===== config.mk =====
export PLATFORM = sky130hd
export DESIGN_NAME = xt_plic
export DESIGN_NICKNAME = d
export VERILOG_FILES = /design/src/rtl/xt_plic_pkg.sv /design/src/rtl/xt_plic_gateway.sv /design/src/rtl/xt_plic.sv
export SDC_FILE = /design/constraint.sdc
export NUM_CORES = 1
export LEC_CHECK = 0
export ABC_AREA = 1
export BUFFER_PORTS_ARGS = -buffer_cell sky130_fd_sc_hd__buf_2
export CAP_MARGIN = 30
export CORE_ASPECT_RATIO = 0.75
export CORE_MARGIN = 4
export CORE_UTILIZATION = 50
export DETAILED_ROUTE_END_ITERATION = 8
export HOLD_SLACK_MARGIN = 0.05
export PLACE_DENSITY = 0.79
export SLEW_MARGIN = 20
export SYNTH_ARGS = -nofsm -noshare
export SYNTH_HDL_FRONTEND = slang
export SYNTH_SLANG_ARGS = --single-unit

===== constraint.sdc =====
create_clock -name hb_clk -period 18 [get_ports hb_clk]
set_input_delay 0 -clock hb_clk [delete_from_list [all_inputs] [get_ports hb_clk]]
set_output_delay 0 -clock hb_clk [all_outputs]
set_load 0.005 [all_outputs]

===== src/rtl/xt_plic_pkg.sv =====
// Shared definitions for the XT_HB external interrupt controller:
// register byte offsets and the priority field type.
package xt_plic_pkg;

  localparam int PLIC_PRIO_WIDTH = 3;

  localparam logic [7:0] PLIC_PENDING   = 8'h00;
  localparam logic [7:0] PLIC_ENABLE    = 8'h04;
  localparam logic [7:0] PLIC_THRESHOLD = 8'h08;
  localparam logic [7:0] PLIC_CLAIM     = 8'h0C;
  localparam logic [7:0] PLIC_PRIO_BASE = 8'h10;

  typedef logic [PLIC_PRIO_WIDTH-1:0] prio_t;

  // Word index of a byte offset; the bus ignores addr[1:0].
  function automatic logic [5:0] word_of(input logic [7:0] byte_addr);
    return byte_addr[7:2];
  endfunction

endpackage


===== src/rtl/xt_plic_gateway.sv =====
// Per-source interrupt gateway: edge/level capture into pending and the
// in-service flag that gates re-triggering between claim and complete.
module xt_plic_gateway (
  input  logic i_clk,
  input  logic i_rst,
  input  logic i_irq,
  input  logic i_edge_mode,
  input  logic i_claim_hit,
  input  logic i_complete_hit,
  output logic o_pending,
  output logic o_in_service
);

  logic r_prev;
  logic r_pending;
  logic r_in_service;
  logic w_pending_nxt;

  // NOTE: every always_comb output gets a default first so no path can infer a latch.
  always_comb begin
    w_pending_nxt = r_pending;
    if (i_edge_mode) begin
      // A fresh edge beats a simultaneous claim so it is not lost.
      if (i_irq && !r_prev) w_pending_nxt = 1'b1;
      else if (i_claim_hit) w_pending_nxt = 1'b0;
    end else begin
      if (i_claim_hit)        w_pending_nxt = 1'b0;
      else if (!r_in_service) w_pending_nxt = i_irq;
    end
  end

  // NOTE: sequential state uses non-blocking assignments so all flops update together.
  always_ff @(posedge i_clk) begin
    if (i_rst) begin
      r_prev       <= 1'b0;
      r_pending    <= 1'b0;
      r_in_service <= 1'b0;
    end else begin
      r_prev    <= i_irq;
      r_pending <= w_pending_nxt;
      if (i_complete_hit)   r_in_service <= 1'b0;
      else if (i_claim_hit) r_in_service <= 1'b1;
    end
  end

  assign o_pending    = r_pending;
  assign o_in_service = r_in_service;

endmodule


===== src/rtl/xt_plic.sv =====
// XT_HB external interrupt controller: per-source priority, global threshold,
// claim/complete handshake and a registered highest-priority arbiter.
module xt_plic
  import xt_plic_pkg::*;
#(
  parameter int          INT_NUM    = 13,
  parameter int          PRIO_WIDTH = PLIC_PRIO_WIDTH,
  parameter logic [31:0] EDGE_MASK  = 32'h0000_0001
) (
  input  logic               hb_clk,
  input  logic               rst_sync,
  input  logic [INT_NUM-1:0] irq_source,
  input  logic               sel,
  input  logic               write,
  input  logic               read,
  input  logic [7:0]         addr,
  input  logic [31:0]        wdata,
  output logic [31:0]        rdata,
  output logic               mextern_int,
  output logic [30:0]        mextern_int_id
);

  localparam logic [5:0] W_PENDING   = PLIC_PENDING[7:2];
  localparam logic [5:0] W_ENABLE    = PLIC_ENABLE[7:2];
  localparam logic [5:0] W_THRESHOLD = PLIC_THRESHOLD[7:2];
  localparam logic [5:0] W_CLAIM     = PLIC_CLAIM[7:2];
  localparam logic [5:0] W_PRIO_BASE = PLIC_PRIO_BASE[7:2];

  logic [INT_NUM-1:0]    r_enable;
  logic [PRIO_WIDTH-1:0] r_threshold;
  logic [PRIO_WIDTH-1:0] r_prio [INT_NUM];
  logic [4:0]            r_id;
  logic                  r_irq;
  logic [31:0]           r_rdata;

  logic [5:0]            w_word;
  logic                  w_rd;
  logic                  w_wr;
  logic [5:0]            w_prio_idx;
  logic                  w_prio_sel;
  logic                  w_claim;
  logic [4:0]            w_cid;
  logic                  w_complete;
  logic [INT_NUM-1:0]    w_claim_hit;
  logic [INT_NUM-1:0]    w_complete_hit;
  logic [INT_NUM-1:0]    w_pending;
  logic [INT_NUM-1:0]    w_in_service;
  logic [4:0]            w_best_id;
  logic [PRIO_WIDTH-1:0] w_best_prio;
  logic [31:0]           w_rdata;
  logic                  w_unused_bits;

  assign w_word     = word_of(addr);
  assign w_wr       = sel & write;
  assign w_rd       = sel & read & ~write;
  assign w_prio_idx = w_word - W_PRIO_BASE;
  assign w_prio_sel = (w_word >= W_PRIO_BASE) && (int'(w_prio_idx) < INT_NUM);

  // A claim only has side effects when it hands out a real ID.
  assign w_claim    = w_rd && (w_word == W_CLAIM) && (r_id != 5'd0);
  assign w_cid      = wdata[4:0];
  assign w_complete = w_wr && (w_word == W_CLAIM) && (w_cid != 5'd0) && (int'(w_cid) <= INT_NUM);

  for (genvar g = 0; g < INT_NUM; g++) begin : g_src
    assign w_claim_hit[g]    = w_claim && (r_id == 5'(g + 1));
    assign w_complete_hit[g] = w_complete && (w_cid == 5'(g + 1));

    xt_plic_gateway u_gateway (
      .i_clk          (hb_clk),
      .i_rst          (rst_sync),
      .i_irq          (irq_source[g]),
      .i_edge_mode    (EDGE_MASK[g]),
      .i_claim_hit    (w_claim_hit[g]),
      .i_complete_hit (w_complete_hit[g]),
      .o_pending      (w_pending[g]),
      .o_in_service   (w_in_service[g])
    );
  end

  // Ascending scan with strict compare: equal priorities keep the lowest ID.
  always_comb begin
    w_best_id   = 5'd0;
    w_best_prio = '0;
    for (int k = 0; k < INT_NUM; k++) begin
      if (w_pending[k] && r_enable[k] && !w_in_service[k] &&
          (r_prio[k] > r_threshold) && (r_prio[k] > w_best_prio)) begin
        w_best_prio = r_prio[k];
        w_best_id   = 5'(k + 1);
      end
    end
  end

  always_comb begin
    w_rdata = '0;
    case (w_word)
      W_PENDING:   w_rdata[INT_NUM-1:0]    = w_pending;
      W_ENABLE:    w_rdata[INT_NUM-1:0]    = r_enable;
      W_THRESHOLD: w_rdata[PRIO_WIDTH-1:0] = r_threshold;
      W_CLAIM:     w_rdata[4:0]            = r_id;
      default: begin
        for (int k = 0; k < INT_NUM; k++) begin
          if (w_prio_sel && (w_prio_idx == 6'(k))) w_rdata[PRIO_WIDTH-1:0] = r_prio[k];
        end
      end
    endcase
  end

  always_ff @(posedge hb_clk) begin
    if (rst_sync) begin
      r_enable    <= '0;
      r_threshold <= '0;
      // NOTE: the priority array is a handful of flops, not a RAM, so it is cleared with the rest.
      for (int k = 0; k < INT_NUM; k++) r_prio[k] <= '0;
      r_id        <= 5'd0;
      r_irq       <= 1'b0;
      r_rdata     <= '0;
    end else begin
      if (w_wr && (w_word == W_ENABLE))    r_enable    <= wdata[INT_NUM-1:0];
      if (w_wr && (w_word == W_THRESHOLD)) r_threshold <= wdata[PRIO_WIDTH-1:0];
      for (int k = 0; k < INT_NUM; k++) begin
        if (w_wr && w_prio_sel && (w_prio_idx == 6'(k))) r_prio[k] <= wdata[PRIO_WIDTH-1:0];
      end
      if (w_rd) r_rdata <= w_rdata;
      r_id  <= w_best_id;
      r_irq <= (w_best_id != 5'd0);
    end
  end

  assign w_unused_bits  = ^{addr[1:0], wdata};
  assign rdata          = r_rdata;
  assign mextern_int    = r_irq;
  assign mextern_int_id = 31'(r_id);

endmodule


==> results by group, run 1 <==
Worst setup path
  • Critical Path Max Stage Delay: 0.37 ns
  • Setup crit start kind: flip-flop
  • Critical path capture point type: flip-flop
  • Worst path slowest cell: dfxtp_1
  • Top cell by count, worst path: ha_1
  • Largest fanout on the critical path: 9
  • R2r setup slk: 3.08 ns
  • Worst r2r src: r_threshold[2]
  • Reg2Reg Depth: 91
  • RR Endpoint: mextern_int
  • CP required: 18.29 ns
  • Critical path class: reg2reg
  • WP data arrival: 15.20 ns

Detailed routing
  • Pre-antenna DRT Iters: 7
  • Final ANT Viol Nets: 0
  • DR WL/cell: 16.0 um
  • Vias per cell: 5.44
  • DRC viols: 0
  • Detailed-route via count: 6736
  • DR iter-0 viols: 902
  • WL final: 19800 um

Layout
  • Final nets: 1158
  • Area delta synth->final: 11.7%
  • N_diodes: 0
  • Final Cell Area: 8170 sq um
  • Layout cell share with drive strength beyond 1: 14.9%

Global routing
  • First-pass GRT wire length: 31700 um
  • Vias in the first global route: 6024
  • Tot GR Track Use: 23.7%
  • Initial antenna violation count: 0
  • Gr ovfl total: 0
  • Largest net degree at the start of global routing: 51

Floorplanning
  • Initial Utilization: 52.1%
  • Core Area: 14000 sq um
  • Die height: 113 um
  • Die width: 148 um
  • Ports: 122
  • Core Rows: 37
  • Die area: 16600 sq um

Yosys
  • Ys async rst share: 0%
  • Yosys top cell by area: dfxtp_1
  • Cell variety after synth: 56
  • Most numerous cell in the Yosys netlist: nand2_1
  • Post-Syn Area: 7310 sq um
  • Synthesized flop and latch total: 100
  • Most instantiated cells after synthesis: 151 x nand2_1, 141 x inv_1, 111 x nor2_1
  • Sequential element share of the synthesized area: 32.7%
  • Cell count after synthesis: 960
  • Syn avg cell area: 7.62 sq um
  • Number of synthesized flops with an enable pin: 39
  • YS warnings: 0
  • Top-area cell type share of the netlist area: 16.7%
  • Synth top area cells: dfxtp_1 17%, edfxtp_1 16%, ha_1 10%
  • Top FF cell, synth: dfxtp_1

Timing
  • Layout Skew: 0.0122 ns
  • RSZ-0062 raised after global routing: false
  • Tmin final: 14.92 ns
  • Period Utilization, post-route: 82.9%
  • Slew at the pin with the worst max-slew slack: 0.879 ns
  • Final setup viols: 0
  • Fmax: 67.0 MHz
  • Total Neg Setup Slack: 0 ns
  • Min Hold Slack: 0.0861 ns
  • Max Slew Vio Count: 0
  • Final Hold Fails: 0
  • Worst rel slew slack: 41.0%

Clocking
  • CTS tree: built
  • Insertion delay to the later sink of the worst-skew pair: 0.35 ns
  • Clock-pin slew of the registers on the worst-case setup and hold paths: 0.08 ns
  • # resized after CTS: 0
  • Clock sink total: 100
  • CTS Buffer Depth: 2
  • Root Driver: clkbuf_16
  • H-tree levels: 3
  • Number of buffers created by CTS: 9

Hold path
  • Tightest Hold Check Type: in2reg
  • End of the worst hold path: r_threshold[1]
  • Hold path depth: 3
  • Min-delay src: wdata[1]

Status
  • Status: completed

Pwr
  • Cell Pwr Density: 62.3 nW/um^2
  • P_int: 365 uW
  • Comb power frac: 12.7%
  • Clock power share: 38.1%
  • Max rail drop VDD: 0.0423 mV
  • Leak Pwr: 0.00378 uW
  • Psw: 144 uW
  • Final Power: 509 uW
  • Sequential share of power: 49.3%
  • Sw Share: 28.3%

Place
  • DP HPWL: 15000 um
  • Input/output buffers: 54
  • GP Congestion: 0.999
  • Placed inst area: 7640 sq um

Job
  • Max-Cap Viols: 0
==> layout by cell type, fill, tap and decap left out, drive strengths merged, types with 8 or more instances in the layout <==
| master | instances |
|---|---|
| nand2 | 178 |
| inv | 153 |
| nor2 | 120 |
| nand3 | 79 |
| ha | 61 |
| dfxtp | 61 |
| buf | 59 |
| o21ai | 55 |
| conb | 46 |
| a21oi | 41 |
| edfxtp | 39 |
| dlygate4sd3 | 24 |
| a221oi | 15 |
| nor3 | 13 |
| o221ai | 11 |
| a211oi | 10 |
| clkbuf | 9 |
| a2111oi | 8 |
| o2111ai | 8 |
| clkinv | 8 |
==> logic make-up (layout without fill, tap and decap cells) <==
kind of cell             Yosys count  in the layout  synth area share [%]
adder cells (fa/ha/maj)           61             61                  10.4
AO/OA/AOI/OAI                    178            178                  16.3
other                              1             46                0.0513
buffers and inverters            214            253                  13.5
AND/OR/NAND/NOR                  406            406                  27.0
flip-flops                       100            100                  32.7
==> worst max-delay path: cells and delay by family (launching register included) <==
family	cells	cell delay [ns]
fa+ha+maj	13	3.75
compound gates	20	4.17
simple gates	53	6.22
buf+inv	5	0.32
flops	1	0.37
==> registers in the layout (all words and copies together), names as in the netlist <==
register	cells
r_enable	13
g_src.u_gateway.r_prev	1
r_threshold	3
g_src.u_gateway.o_pending	13
r_prio	39
g_src.u_gateway.o_in_service	13
mextern_int	1
r_id	4
rdata	13
==> per-layer routing <==
metal	up-vias	wire length, um	GRT usage (%)
met5	-	0	0
met4	0	286	4.90
met3	26	2290	5.88
met2	330	8050	33.1
met1	3052	9160	36.7
li1	3328	-	-
==> worst max path at each step <==
stage	startpoint	endpoint	slack, ns	depth (start not counted)
after floorplan	r_threshold[2]	mextern_int	4.84	93
after global placement	r_threshold[2]	mextern_int	3.58	91
after CTS	r_threshold[2]	mextern_int	3.17	91
after global routing	r_threshold[2]	mextern_int	1.71	90
after detailed placement	r_threshold[2]	mextern_int	3.28	91
final	r_threshold[2]	mextern_int	3.08	91
==> timing repair <==
action,4_1_cts,5_1_grt
setup buffers,0,0
hold buffers,24,0
hold endpoints to repair,26,0
==> layout make-up <==
| class | count | area [sq um] |
|---|---|---|
| well taps | 195 | 244 |
| multi-input cells | 691 | 4100 |
| fillers | 1275 | 5860 |
| inverters | 154 | 589 |
| repair buffers | 83 | 548 |
| flip-flops and latches | 100 | 2390 |
| clock inverters | 7 | 67.6 |
| clock buffers | 9 | 225 |
==> stage by stage <==
| stage | cells | worst slack [ns] | utilization [%] |
|---|---|---|---|
| floorplan | 1005 | 4.84 | - |
| global placement | 1199 | 3.58 | 54.4 |
| detailed placement | 1199 | 3.28 | 54.4 |
| CTS | 1239 | 3.17 | 58.2 |
| global route | 1239 | 1.71 | 58.2 |
| finish | 1239 | 3.08 | 58.2 |
==> power groups by stage <==
stage | combinational, uW | sequential [uW] | clock [uW]
3_5_place_dp | 58.4 | 256 | 0
5_1_grt | 72.5 | 251 | 204
6_report | 64.4 | 251 | 194
4_1_cts | 63.0 | 250 | 194
3_3_place_gp | 56.8 | 255 | 0
2_1_floorplan | 48.5 | 253 | 0
(Power assumes the default switching activity.)
==> inputs of run 2 (changes only) <==
- ABC_AREA: 1 -> 0
- PLACE_DENSITY: 0.79 -> 0.82
- clock period: 18 -> 13.55 ns (I/O delays scaled with it)
==> run 2 against run 1 <==
The flow now finishes with violations (setup timing); design area is 20% higher; worst setup slack worse by 5.3 ns; fmax is 5.2% lower; sequential power is 34% higher; first-iteration DRC count is 13% higher; utilization is 9.5 points higher; routed wire length is 31% higher; combinational power is 60% higher; area after synthesis is 1.0% higher; critical path type unchanged; critical endpoint unchanged.
==> results by group, run 2 <==
Global routing
  • Vias in the first global route: 7222 (+20%)
  • First-pass GRT wire length: 37800 um (+19%)
  • Largest net degree at the start of global routing: 74 (+45%)
  • Tot GR Track Use: 28.2% (+4.6 points)
  • Gr ovfl total: 0 (unchanged)
  • Initial antenna violation count: 0 (unchanged)

Clocking
  • Clock-pin slew of the registers on the worst-case setup and hold paths: 0.08 ns (about the same)
  • Number of buffers created by CTS: 9 (unchanged)
  • Insertion delay to the later sink of the worst-skew pair: 0.35 ns (about the same)
  • CTS Buffer Depth: 2 (unchanged)
  • CTS tree: built
  • Clock sink total: 100 (unchanged)
  • H-tree levels: 3 (unchanged)
  • Root Driver: clkbuf_16

Layout
  • Final Cell Area: 9800 sq um (+20%)
  • Reg with most FFs: r_prio
  • N_diodes: 0 (unchanged)
  • Number of fill cells in the layout: 998 (-22%)
  • Final nets: 1154 (-0.35%)
  • Commonest non-fill, non-tap cells in the layout: 121 x buf_4, 95 x nor2_1, 63 x nand2_1
  • Layout cell share with drive strength beyond 1: 30.9% (+16 points)
  • Area of the multi-input gates: 5200 sq um (+27%)
  • Register area: 2400 sq um (+0.26%)
  • Fin util: 67.8% (+9.5 points)
  • Most common cell after layout, fill and taps aside: buf_4
  • Max reg flops: 39 (unchanged)
  • Area delta synth->final: 32.6%

Detailed routing
  • Detailed-route via count: 7715 (+15%)
  • DRC viols: 0 (unchanged)
  • Vias per cell: 6.22 (+14%)
  • DR iter-0 viols: 1022 (+13%)
  • Final ANT Viol Nets: 0 (unchanged)
  • WL final: 25800 um (+31%)
  • Pre-antenna DRT Iters: 7 (unchanged)
  • Max layer used: met4
  • Post-Route M1 WL: 10100 um (+11%)
  • DR WL met2: 11800 um (+47%)
  • Routed wl met3: 2980 um (+30%)
  • DR WL/cell: 20.8 um (+30%)

Timing
  • Final Hold Fails: 0 (unchanged)
  • Final setup viols: 5 (+5)
  • Period Utilization, post-route: 116% (+33 points)
  • Fmax: 63.6 MHz (-5.2%)
  • RSZ-0062 raised after global routing: true
  • Slew at the pin with the worst max-slew slack: 1.04 ns (+0.158 ns)
  • Layout Skew: 0.0146 ns (+0.00245 ns)
  • Worst Setup Slack, final: -2.18 ns (-5.26 ns)
  • Tmin final: 15.73 ns (+0.812 ns)
  • Total Neg Setup Slack: -10.68 ns (-10.68 ns)
  • Max Slew Vio Count: 0 (unchanged)
  • Worst rel slew slack: 30.3% (-11 points)

Status
  • Failing checks: setup timing
  • Status: complete, but fails checks

Yosys
  • Top-area cell type share of the netlist area: 16.5% (-0.17 points)
  • Cell variety after synth: 77 (+38%)
  • Cell count after synthesis: 851 (-11%)
  • Synth top area cells: dfxtp_1 17%, edfxtp_1 16%, ha_1 10%
  • Syn avg cell area: 8.68 sq um (+14%)
  • Most instantiated cells after synthesis: 102 x nor2_1, 68 x nand2_1, 61 x dfxtp_1, 61 x ha_1, 46 x buf_4
  • Top FF cell, synth: dfxtp_1
  • YS warnings: 0 (unchanged)
  • Sequential element share of the synthesized area: 32.4% (-0.33 points)
  • Number of synthesized flops with an enable pin: 39 (unchanged)
  • Ys async rst share: 0% (unchanged)
  • Yosys top cell by area: dfxtp_1
  • Synthesized flop and latch total: 100 (unchanged)
  • Post-Syn Area: 7390 sq um (+1.0%)
  • Most numerous cell in the Yosys netlist: nor2_1

Pwr
  • Max rail drop VDD: 0.0769 mV (+82%)
  • Cell Pwr Density: 74.3 nW/um^2 (+19%)
  • Final Power: 728 uW (+43%)
  • Leak Pwr: 0.00404 uW (+7.0%)

Floorplanning
  • Ports: 122 (unchanged)
  • Initial Utilization: 51.1% (-1.0 points)
  • Core Area: 14500 sq um (+3.0%)
  • Die width: 148 um (+0.48%)
  • Die height: 113 um (+0.47%)
  • Die area: 16800 sq um (+0.96%)
  • Core Rows: 38 (+2.7%)

Worst setup path
  • Top cell by count, worst path: ha_4
  • WP data arrival: 15.91 ns (+0.71 ns)
  • Critical path capture point type: flip-flop
  • Critical Path Max Stage Delay: 0.54 ns (+0.17 ns)
  • Setup crit start kind: flip-flop
  • Critical path class: reg2reg
  • Worst path slowest cell: or4b_4
  • Largest fanout on the critical path: 5 (-4)
  • CP required: 13.73 ns (-4.56 ns)

Hold path
  • Tightest Hold Check Type: in2reg

Place
  • DP HPWL: 16600 um (+10%)
  • Placed inst area: 8490 sq um (+11%)
  • Input/output buffers: 54 (unchanged)
  • GP Congestion: 0.951 (-4.8%)
  • Pre-CTS WS: -2.03 ns (-5.31 ns)

Job
  • Max-Cap Viols: 0 (unchanged)
## run 2: area by class of cell
| cell class | count | area share [%] |
|---|---|---|
| Clock buffer | 10 | 2.55 |
| Tap cell | 200 | 2.55 |
| Multi-Input combinational cell | 681 | 53.0 |
| Timing Repair Buffer | 205 | 15.0 |
| Sequential cell | 100 | 24.5 |
| Clock inverter | 6 | 0.881 |
| Inverter | 38 | 1.51 |
## run 2: worst max-delay path: cells and delay by family, from the launching register on
family | cells | cell delay [ns]
AOI/OAI and AO/OA | 27 | 4.79
adders and majority gates | 13 | 3.58
buffers and inverters | 3 | 0.33
DFF | 1 | 0.45
muxes | 7 | 2.37
and+or+nand+nor | 29 | 4.00
## run 2: worst paths after layout
check               start             to  slack (ns)  cells past startpoint
max          r_prio[0][2]    mextern_int       -2.18                     79
min                   sel  r_prio[1][12]         0.1                      2
max reg2reg  r_prio[0][2]    mextern_int       -2.18                     79
min reg2reg      rdata[3]       rdata[3]        0.48                      2
## run 2: layer usage
| metal | vias to the layer above | track usage [%] |
|---|---|---|
| li1 | 3436 | - |
| met1 | 3650 | 37.3 |
| met2 | 533 | 44.1 |
| met3 | 96 | 8.33 |
| met4 | 0 | 10.5 |
| met5 | - | 0 |
## run 2: per-stage QoR
step	hold slack (ns)	cells
after floorplan	0.128	896
after global placement	0.226	1145
after detailed placement	0.231	1146
after CTS	0.0745	1227
after global routing	0.0986	1240
final	0.0984	1240
## run 2: repair_timing
action | CTS | global route
hold buffers | 24 | 0
setup endpoints to repair | 5 | 5
setup buffers | 41 | 11
gates resized for setup | 13 | 44
pin swaps | 6 | 18
hold endpoints to repair | 27 | 0
## run 2: logic make-up (layout without fill, tap and decap cells)
kind of cell             after synthesis  count (layout)  synth area share (%)
AND/OR/NAND/NOR                      310             310                  20.4
buffers and inverters                115             259                  8.19
multiplexers                          56              56                  8.64
XOR/XNOR                               1               1                 0.119
adder cells (fa/ha/maj)               61              61                  10.3
other                                  1              46                0.0507
AO/OA/AOI/OAI                        207             207                  19.9
flip-flops                           100             100                  32.4
## run 2: where the power goes
part	leakage (uW)	switching (uW)	internal, uW	total, uW
clock network	0.000167	129	160	290
logic	0.00301	59.4	43.2	103
registers	0.000869	13.9	322	336
total	0.00404	203	525	728
